**config.mk**
```make
export PLATFORM = sky130hd
export DESIGN_NAME = passageway_monitor_n_flat
export DESIGN_NICKNAME = d
export VERILOG_FILES = /design/src/rtl/passageway_pkg.sv /design/src/rtl/passageway_monitor_n_if.sv /design/src/rtl/passageway_zone_step.sv /design/src/rtl/passageway_monitor_n.sv /design/src/flat_wrapper.sv
export SDC_FILE = /design/constraint.sdc
export NUM_CORES = 1
export LEC_CHECK = 0
export ABC_CLOCK_PERIOD_IN_PS = 1800
export CAP_MARGIN = 20
export CORE_MARGIN = 2
export CORE_UTILIZATION = 44
export DETAILED_ROUTE_END_ITERATION = 6
export PLACE_DENSITY = 0.81
export SLEW_MARGIN = 20
export SYNTH_ARGS = -nofsm -noshare
export SYNTH_HDL_FRONTEND = slang
export SYNTH_HIERARCHICAL = 1
export SYNTH_SLANG_ARGS = --single-unit
```
**constraint.sdc**
```tcl
create_clock -name clk -period 1.8 [get_ports clk]
set_input_delay 0.36 -clock clk [delete_from_list [all_inputs] [get_ports clk]]
set_output_delay 0.36 -clock clk [all_outputs]
set_load 0.05 [all_outputs]
```
**src/rtl/passageway_pkg.sv**
```systemverilog
// Shared types for the passageway monitor:
// door modes and error-cause codes.
package passageway_pkg;

    typedef enum logic [1:0] {
        MODE_CLOSED   = 2'd0,
        MODE_OPEN     = 2'd1,
        MODE_DOORSTEP = 2'd2
    } mode_t;

    localparam logic [2:0] ERR_NONE     = 3'd0;
    localparam logic [2:0] ERR_CLOSED   = 3'd1;
    localparam logic [2:0] ERR_OPEN     = 3'd2;
    localparam logic [2:0] ERR_DOORSTEP = 3'd3;
    localparam logic [2:0] ERR_ONEHOT   = 3'd4;
    localparam logic [2:0] ERR_DEADLINE = 3'd5;

endpackage

```
**src/rtl/passageway_monitor_n_if.sv**
```systemverilog
// Tester/SUT observation bundle and monitor
// verdict outputs for the passageway monitor.
interface passageway_monitor_n_if #(
    parameter int NZONES = 5,
    parameter int CW     = 8
);
    logic              iup;
    logic              iright;
    logic [NZONES-1:0] controllable_zone;
    logic              controllable_open;
    logic              controllable_doorstep;
    logic              controllable_fault;
    logic              error;
    logic              objective;
    logic [2:0]        err_code;
    logic [CW-1:0]     steps;

    modport master (
        output iup, iright, controllable_zone,
        output controllable_open, controllable_doorstep,
        output controllable_fault,
        input  error, objective, err_code, steps
    );

    modport slave (
        input  iup, iright, controllable_zone,
        input  controllable_open, controllable_doorstep,
        input  controllable_fault,
        output error, objective, err_code, steps
    );
endinterface

```
**src/rtl/passageway_zone_step.sv**
```systemverilog
// Next-zone selection: zone 0 always wins, else the
// lowest neighbouring zone the SUT legally moved into.
module passageway_zone_step
    import passageway_pkg::*;
#(
    parameter int NZONES = 5
) (
    input  logic [$clog2(NZONES)-1:0] zone,
    input  mode_t                     mode,
    input  logic [NZONES-1:0]         controllable_zone,
    output logic [$clog2(NZONES)-1:0] zone_next
);
    localparam int ZW = $clog2(NZONES);

    logic hit;

    always_comb begin
        zone_next = zone;
        hit       = 1'b0;
        if (controllable_zone[0]) begin
            zone_next = '0;
            hit       = 1'b1;
        end
        for (int k = 1; k < NZONES; k++) begin
            if (!hit && controllable_zone[k]) begin
                // the top zone has no zone above it to come down from
                if ((zone == ZW'(k - 1) &&
                     mode == MODE_DOORSTEP) ||
                    (k < NZONES - 1 &&
                     zone == ZW'(k + 1))) begin
                    zone_next = ZW'(k);
                    hit       = 1'b1;
                end
            end
        end
    end

endmodule

```
**src/rtl/passageway_monitor_n.sv**
```systemverilog
// Passageway monitor: tracks zone, door mode and fault,
// flags the first rule violation and the objective.
module passageway_monitor_n
    import passageway_pkg::*;
#(
    parameter int NZONES   = 5,
    parameter int TARGET   = NZONES - 1,
    parameter int DEADLINE = 0,
    parameter int CW       = 8
) (
    input logic                  clk,
    input logic                  rst,
    passageway_monitor_n_if.slave bus
);
    localparam int ZW = $clog2(NZONES);

    logic              notfirst;
    logic              fault;
    logic              err;
    logic [2:0]        code;
    logic [CW-1:0]     steps;
    logic [ZW-1:0]     zone;
    logic [ZW-1:0]     zone_next;
    mode_t             mode;
    mode_t             mode_next;
    logic [NZONES-1:0] cz;
    logic              cz_here;
    logic              cz_up;
    logic              below_top;
    logic              ileft;
    logic              objective;
    logic              v_onehot;
    logic              v_closed;
    logic              v_open;
    logic              v_door;
    logic              v_dead;
    logic [2:0]        vcode;

    assign cz    = bus.controllable_zone;
    assign ileft = ~bus.iright;

    passageway_zone_step #(
        .NZONES(NZONES)
    ) u_zone_step (
        .zone              (zone),
        .mode              (mode),
        .controllable_zone (cz),
        .zone_next         (zone_next)
    );

    // cz[zone+1] only exists below the top zone
    always_comb begin
        cz_here = 1'b0;
        cz_up   = 1'b0;
        for (int k = 0; k < NZONES; k++) begin
            if (zone == ZW'(k)) begin
                cz_here = cz[k];
                if (k < NZONES - 1)
                    cz_up = cz[(k + 1) % NZONES];
            end
        end
    end

    always_comb begin
        mode_next = MODE_CLOSED;
        if (bus.controllable_open)
            mode_next = bus.controllable_doorstep ?
                        MODE_DOORSTEP : MODE_OPEN;
    end

    assign below_top = zone < ZW'(NZONES - 1);
    assign objective = notfirst & ~fault & ~err &
                       (zone == ZW'(TARGET));

    assign v_onehot = |(cz & (cz - NZONES'(1)));
    assign v_closed = (mode == MODE_CLOSED) &
                      bus.iup & bus.controllable_open;
    assign v_open   = (mode == MODE_OPEN) & ileft &
                      bus.controllable_doorstep & cz_here;
    assign v_door   = (mode == MODE_DOORSTEP) & below_top &
                      ((bus.iright & ~cz_up) |
                       (ileft & cz_up));
    assign v_dead   = (DEADLINE != 0) &&
                      (32'(steps) == 32'(DEADLINE)) &&
                      !objective;

    always_comb begin
        vcode = ERR_NONE;
        if (v_onehot)      vcode = ERR_ONEHOT;
        else if (v_closed) vcode = ERR_CLOSED;
        else if (v_open)   vcode = ERR_OPEN;
        else if (v_door)   vcode = ERR_DOORSTEP;
        else if (v_dead)   vcode = ERR_DEADLINE;
    end

    always_ff @(posedge clk) begin
        if (rst) begin
            notfirst <= 1'b0;
            zone     <= '0;
            mode     <= MODE_CLOSED;
            fault    <= 1'b0;
            err      <= 1'b0;
            code     <= ERR_NONE;
            steps    <= '0;
        end else if (!notfirst) begin
            notfirst <= 1'b1;
        end else begin
            fault <= fault | bus.controllable_fault;
            mode  <= mode_next;
            zone  <= zone_next;
            if (steps != '1)
                steps <= steps + CW'(1);
            if (!err && vcode != ERR_NONE) begin
                err  <= 1'b1;
                code <= vcode;
            end
        end
    end

    assign bus.error     = err;
    assign bus.err_code  = code;
    assign bus.steps     = steps;
    assign bus.objective = objective;

endmodule

```
**src/flat_wrapper.sv**
```systemverilog
// flat-port wrapper written by rule: the top's interface ports become plain ports
module passageway_monitor_n_flat import passageway_pkg::*;
#(
    parameter int NZONES   = 5,
    parameter int TARGET   = NZONES - 1,
    parameter int DEADLINE = 0,
    parameter int CW       = 8
)
  (clk, rst, bus_iup, bus_iright, bus_controllable_zone, bus_controllable_open, bus_controllable_doorstep, bus_controllable_fault, bus_error, bus_objective, bus_err_code, bus_steps);
  passageway_monitor_n_if #(.NZONES(NZONES), .CW(CW)) bus_i ();
  input logic clk;
  input logic rst;
  input wire logic [$bits(bus_i.iup)-1:0] bus_iup;
  input wire logic [$bits(bus_i.iright)-1:0] bus_iright;
  input wire logic [$bits(bus_i.controllable_zone)-1:0] bus_controllable_zone;
  input wire logic [$bits(bus_i.controllable_open)-1:0] bus_controllable_open;
  input wire logic [$bits(bus_i.controllable_doorstep)-1:0] bus_controllable_doorstep;
  input wire logic [$bits(bus_i.controllable_fault)-1:0] bus_controllable_fault;
  output wire logic [$bits(bus_i.error)-1:0] bus_error;
  output wire logic [$bits(bus_i.objective)-1:0] bus_objective;
  output wire logic [$bits(bus_i.err_code)-1:0] bus_err_code;
  output wire logic [$bits(bus_i.steps)-1:0] bus_steps;
  assign bus_i.iup = bus_iup;
  assign bus_i.iright = bus_iright;
  assign bus_i.controllable_zone = bus_controllable_zone;
  assign bus_i.controllable_open = bus_controllable_open;
  assign bus_i.controllable_doorstep = bus_controllable_doorstep;
  assign bus_i.controllable_fault = bus_controllable_fault;
  assign bus_error = bus_i.error;
  assign bus_objective = bus_i.objective;
  assign bus_err_code = bus_i.err_code;
  assign bus_steps = bus_i.steps;
  passageway_monitor_n #(.NZONES(NZONES), .TARGET(TARGET), .DEADLINE(DEADLINE), .CW(CW)) u_core (.clk(clk), .rst(rst), .bus(bus_i));
endmodule
```
==> key figures <==
Synthesis
  • Synth unique cells: 43
  • Synth Flop Type: dfxtp_1
  • Post-synth EDFFs: 0
  • Flops & latches, synth: 19
  • Sequential area share after synthesis: 0.355
  • Largest family of logic cells by synthesized area: simple AND/OR/NAND/NOR gates
  • Post-synthesis mux area share: 0.0770
  • Asr flop ratio synth: 0
  • Synthesized Nets: 141
  • Simple-gate portion of the synthesized area: 0.298
  • Synth Area per Inst: 8.38 sq um
  • Synth Area in Adders: 0.0210
  • Compound-Gate Fraction of Synth Area: 0.176
  • Cell area after synthesis: 1070 sq um
  • Synthesis Warnings: 6
  • Cells after Synth: 128
  • XOR/XNOR share of the synthesized area: 0.0490

Global route
  • Grt total ovfl: 0
  • Vias in the first global route: 980
  • First-pass GRT wire length: 4.15 mm
  • Antenna violations before repair: 0
  • Largest net degree at the start of global routing: 15
  • Total GRT Usage: 0.197

Clock tree
  • Cts hold-fix bufs: 0
  • CTS tree: done
  • Clk_lat worst skew: 0.29 ns
  • Clock Path Buffers: 2
  • TritonCTS buffer count: 3
  • Clock-pin slew on the worst setup and hold paths: 0.10 ns
  • Clock sink count: 19
  • Clock root cell: clkbuf_4
  • H-tree depth: 1

Critical path
  • CP Cell Sequence: buf_6, mux4_2, xnor2_1, o21ba_2, a211oi_2, nor3_1
  • CP endpoint kind: flip-flop
  • Worst Path Arrival: 1.95 ns
  • Reg2reg start: u_core/zone[1]
  • CP max stage cell: mux4_2
  • Max incr delay on CP: 0.51 ns
  • Flop2flop setup slack: 0.04 ns
  • Critical path data required time: 1.99 ns
  • Worst setup SP type: flip-flop
  • Reg2reg end: u_core/bus.err_code[2]
  • Critical path peak fanout: 6
  • Reg2reg path depth: 6
  • Type of the worst setup path: reg -> reg

Power
  • Power per standard cell area: 548 nW/um^2
  • Power Total: 837 uW
  • Sw frac: 0.283
  • Clock network fraction of total power: 0.251
  • Int Power: 600 uW
  • Maximum VDD drop: 0.516 mV
  • LEAKAGE: 0.000621 uW
  • Sw power: 237 uW
  • Gate power share: 0.215
  • Seq pwr share: 0.534

Final layout
  • Area growth, synth to finish: 42.5%
  • Fin cells: 200
  • # diodes: 0
  • Layout cell share with drive strength beyond 1: 0.297
  • Post-layout nets: 186

STA
  • FMAX: 0.567 GHz
  • Final Hold Viols: 0
  • Fin crit share: 0.979
  • RSZ-0062 raised after global routing: yes
  • Clock Skew: 0.00118 ns
  • Final min period: 1.76 ns
  • Pin slew with the least headroom to its limit: 0.547 ns
  • Count of final setup violators: 0
  • Worst rel slew slack: 0.629
  • Fin. max-slew vios: 0

Routing
  • Via count: 1108
  • Via density: 5.54
  • Avg WL per Cell: 13.1 microns
  • # DRC: 0
  • DRT Pass-1 Iters: 4
  • Post-Route WL: 2.62 mm
  • Initial DRC count: 19
  • Post-route ant nets: 0

Flow run
  • Maxcap violations: 0

Floorplanning
  • Initial Utilization: 0.476
  • Overall die height: 53.4 microns
  • Ports: 25
  • FP Rows: 17
  • Core Region: 2250 sq um
  • Die area: 2850 sq um
  • Chip width: 53.4 microns

Placed design
  • DP Cell Count: 195
  • RD Place Congestion: 0.875
  • DP Wirelength: 1.99 mm
  • Port Buffer Count: 24

Min path
  • Hold path start: u_core/bus.err_code[0]
  • Hold WC Path Type: reg -> reg
  • Cell depth of the worst hold path: 1
  • Worst Hold Path EP: u_core/bus.err_code[0]

Run status
  • Status: completed
-- synth_stat cells, types with 2 or more instances --
| cell type | number | area share |
|---|---|---|
| a31oi_1 | 2 | 0.012 |
| xnor2_1 | 4 | 0.033 |
| clkbuf_1 | 2 | 0.0070 |
| nor2_1 | 17 | 0.060 |
| a211o_1 | 2 | 0.016 |
| mux2i_1 | 6 | 0.056 |
| nand3b_1 | 2 | 0.014 |
| inv_1 | 4 | 0.014 |
| nand2_1 | 9 | 0.032 |
| or3_1 | 2 | 0.012 |
| nor3b_1 | 2 | 0.014 |
| nor3_1 | 9 | 0.042 |
| o21ai_0 | 2 | 0.0093 |
| dfxtp_1 | 19 | 0.35 |
| nand3_1 | 4 | 0.019 |
| a21oi_1 | 9 | 0.042 |
| xor2_1 | 2 | 0.016 |
| nand2b_1 | 6 | 0.035 |
-- worst max-delay path by stage --
stage / start / endpoint / cells past startpoint
after floorplan: u_core/bus.steps[5] / u_core/bus.steps[4] / 5
after global placement: bus_controllable_zone[2] / u_core/bus.err_code[2] / 6
after detailed placement: bus_controllable_zone[4] / u_core/bus.err_code[2] / 6
after CTS: u_core/zone[1] / bus_objective / 3
after global routing: u_core/zone[1] / u_core/bus.error / 5
final: u_core/zone[1] / u_core/bus.err_code[2] / 6
-- sequential cells by signal (all words and copies together) (netlist names) --
register             count
u_core/bus.err_code      3
u_core/fault             1
u_core/notfirst          1
u_core/zone              3
u_core/mode              2
u_core/bus.error         1
u_core/bus.steps         8
-- metrics by stage --
stage	hold slack, ns	cell area [sq um]	worst slack (ns)	TNS [ns]	utilization
finish	0.496	1530	0.0376	0	0.678
global route	0.530	1530	-0.0173	-0.0366	0.678
CTS	0.504	1510	-0.0324	-0.0324	0.669
detailed placement	0.479	1470	-0.320	-1.35	0.651
global placement	0.466	1470	-0.292	-1.14	0.651
floorplan	0.482	1090	0.0260	0	-
-- timing repair --
action                                 in CTS  in global routing
endpoints found under the hold margin       0                  0
resized for setup                           7                  6
pin swaps                                   2                  1
setup buffers                               2                  0
setup endpoints to repair                   3                  5
-- cells in the final DEF, fill, tap and decap left out, drive strengths merged, types with 4 or more instances in the layout --
cell,count
a21oi,10
mux2i,6
nor3,9
xnor2,4
nand2b,6
clkdlybuf4s50,7
inv,4
buf,32
dfxtp,19
nand2,9
nor2,17
nand3,4
clkbuf,4
-- critical path, delay by kind of cell, from the launching register on --
family	cells	cell delay, ns
XOR/XNOR	1	0.16
AO/OA/AOI/OAI	2	0.45
flip-flops	1	0.36
multiplexers	1	0.51
buffers and inverters	1	0.12
AND/OR/NAND/NOR	1	0.06
-- power by group through the flow --
stage,Clock (uW),Sequential (uW),Combinational (uW)
5_1_grt,235,449,192
2_1_floorplan,0,491,63.7
3_3_place_gp,0,459,173
3_5_place_dp,0,459,177
4_1_cts,221,447,177
6_report,210,447,180
-- kinds of logic after synthesis --
| kind of cell | Yosys count |
|---|---|
| AND/OR/NAND/NOR | 60 |
| AO/OA/AOI/OAI | 27 |
| flip-flops | 19 |
| buffers and inverters | 7 |
| multiplexers | 7 |
| XOR/XNOR | 6 |
| adder cells (fa/ha/maj) | 2 |
-- final cells by class --
type / instances / area [sq um]
fill: 187 / 727
multi-input combinational: 102 / 689
sequential: 19 / 393
timing repair buffer: 43 / 369
tap: 28 / 35.0
clock buffer: 4 / 26.3
inverter: 4 / 15.0
-- routing by layer --
layer / global-route usage / share of wire / routed length, microns
met5: 0 / 0 / 0
met4: 0.0684 / 0.010 / 27
met3: 0.0282 / 0.064 / 168
met2: 0.340 / 0.48 / 1270
met1: 0.247 / 0.44 / 1160
No activity file was read; power rests on OpenSTA's default activity.
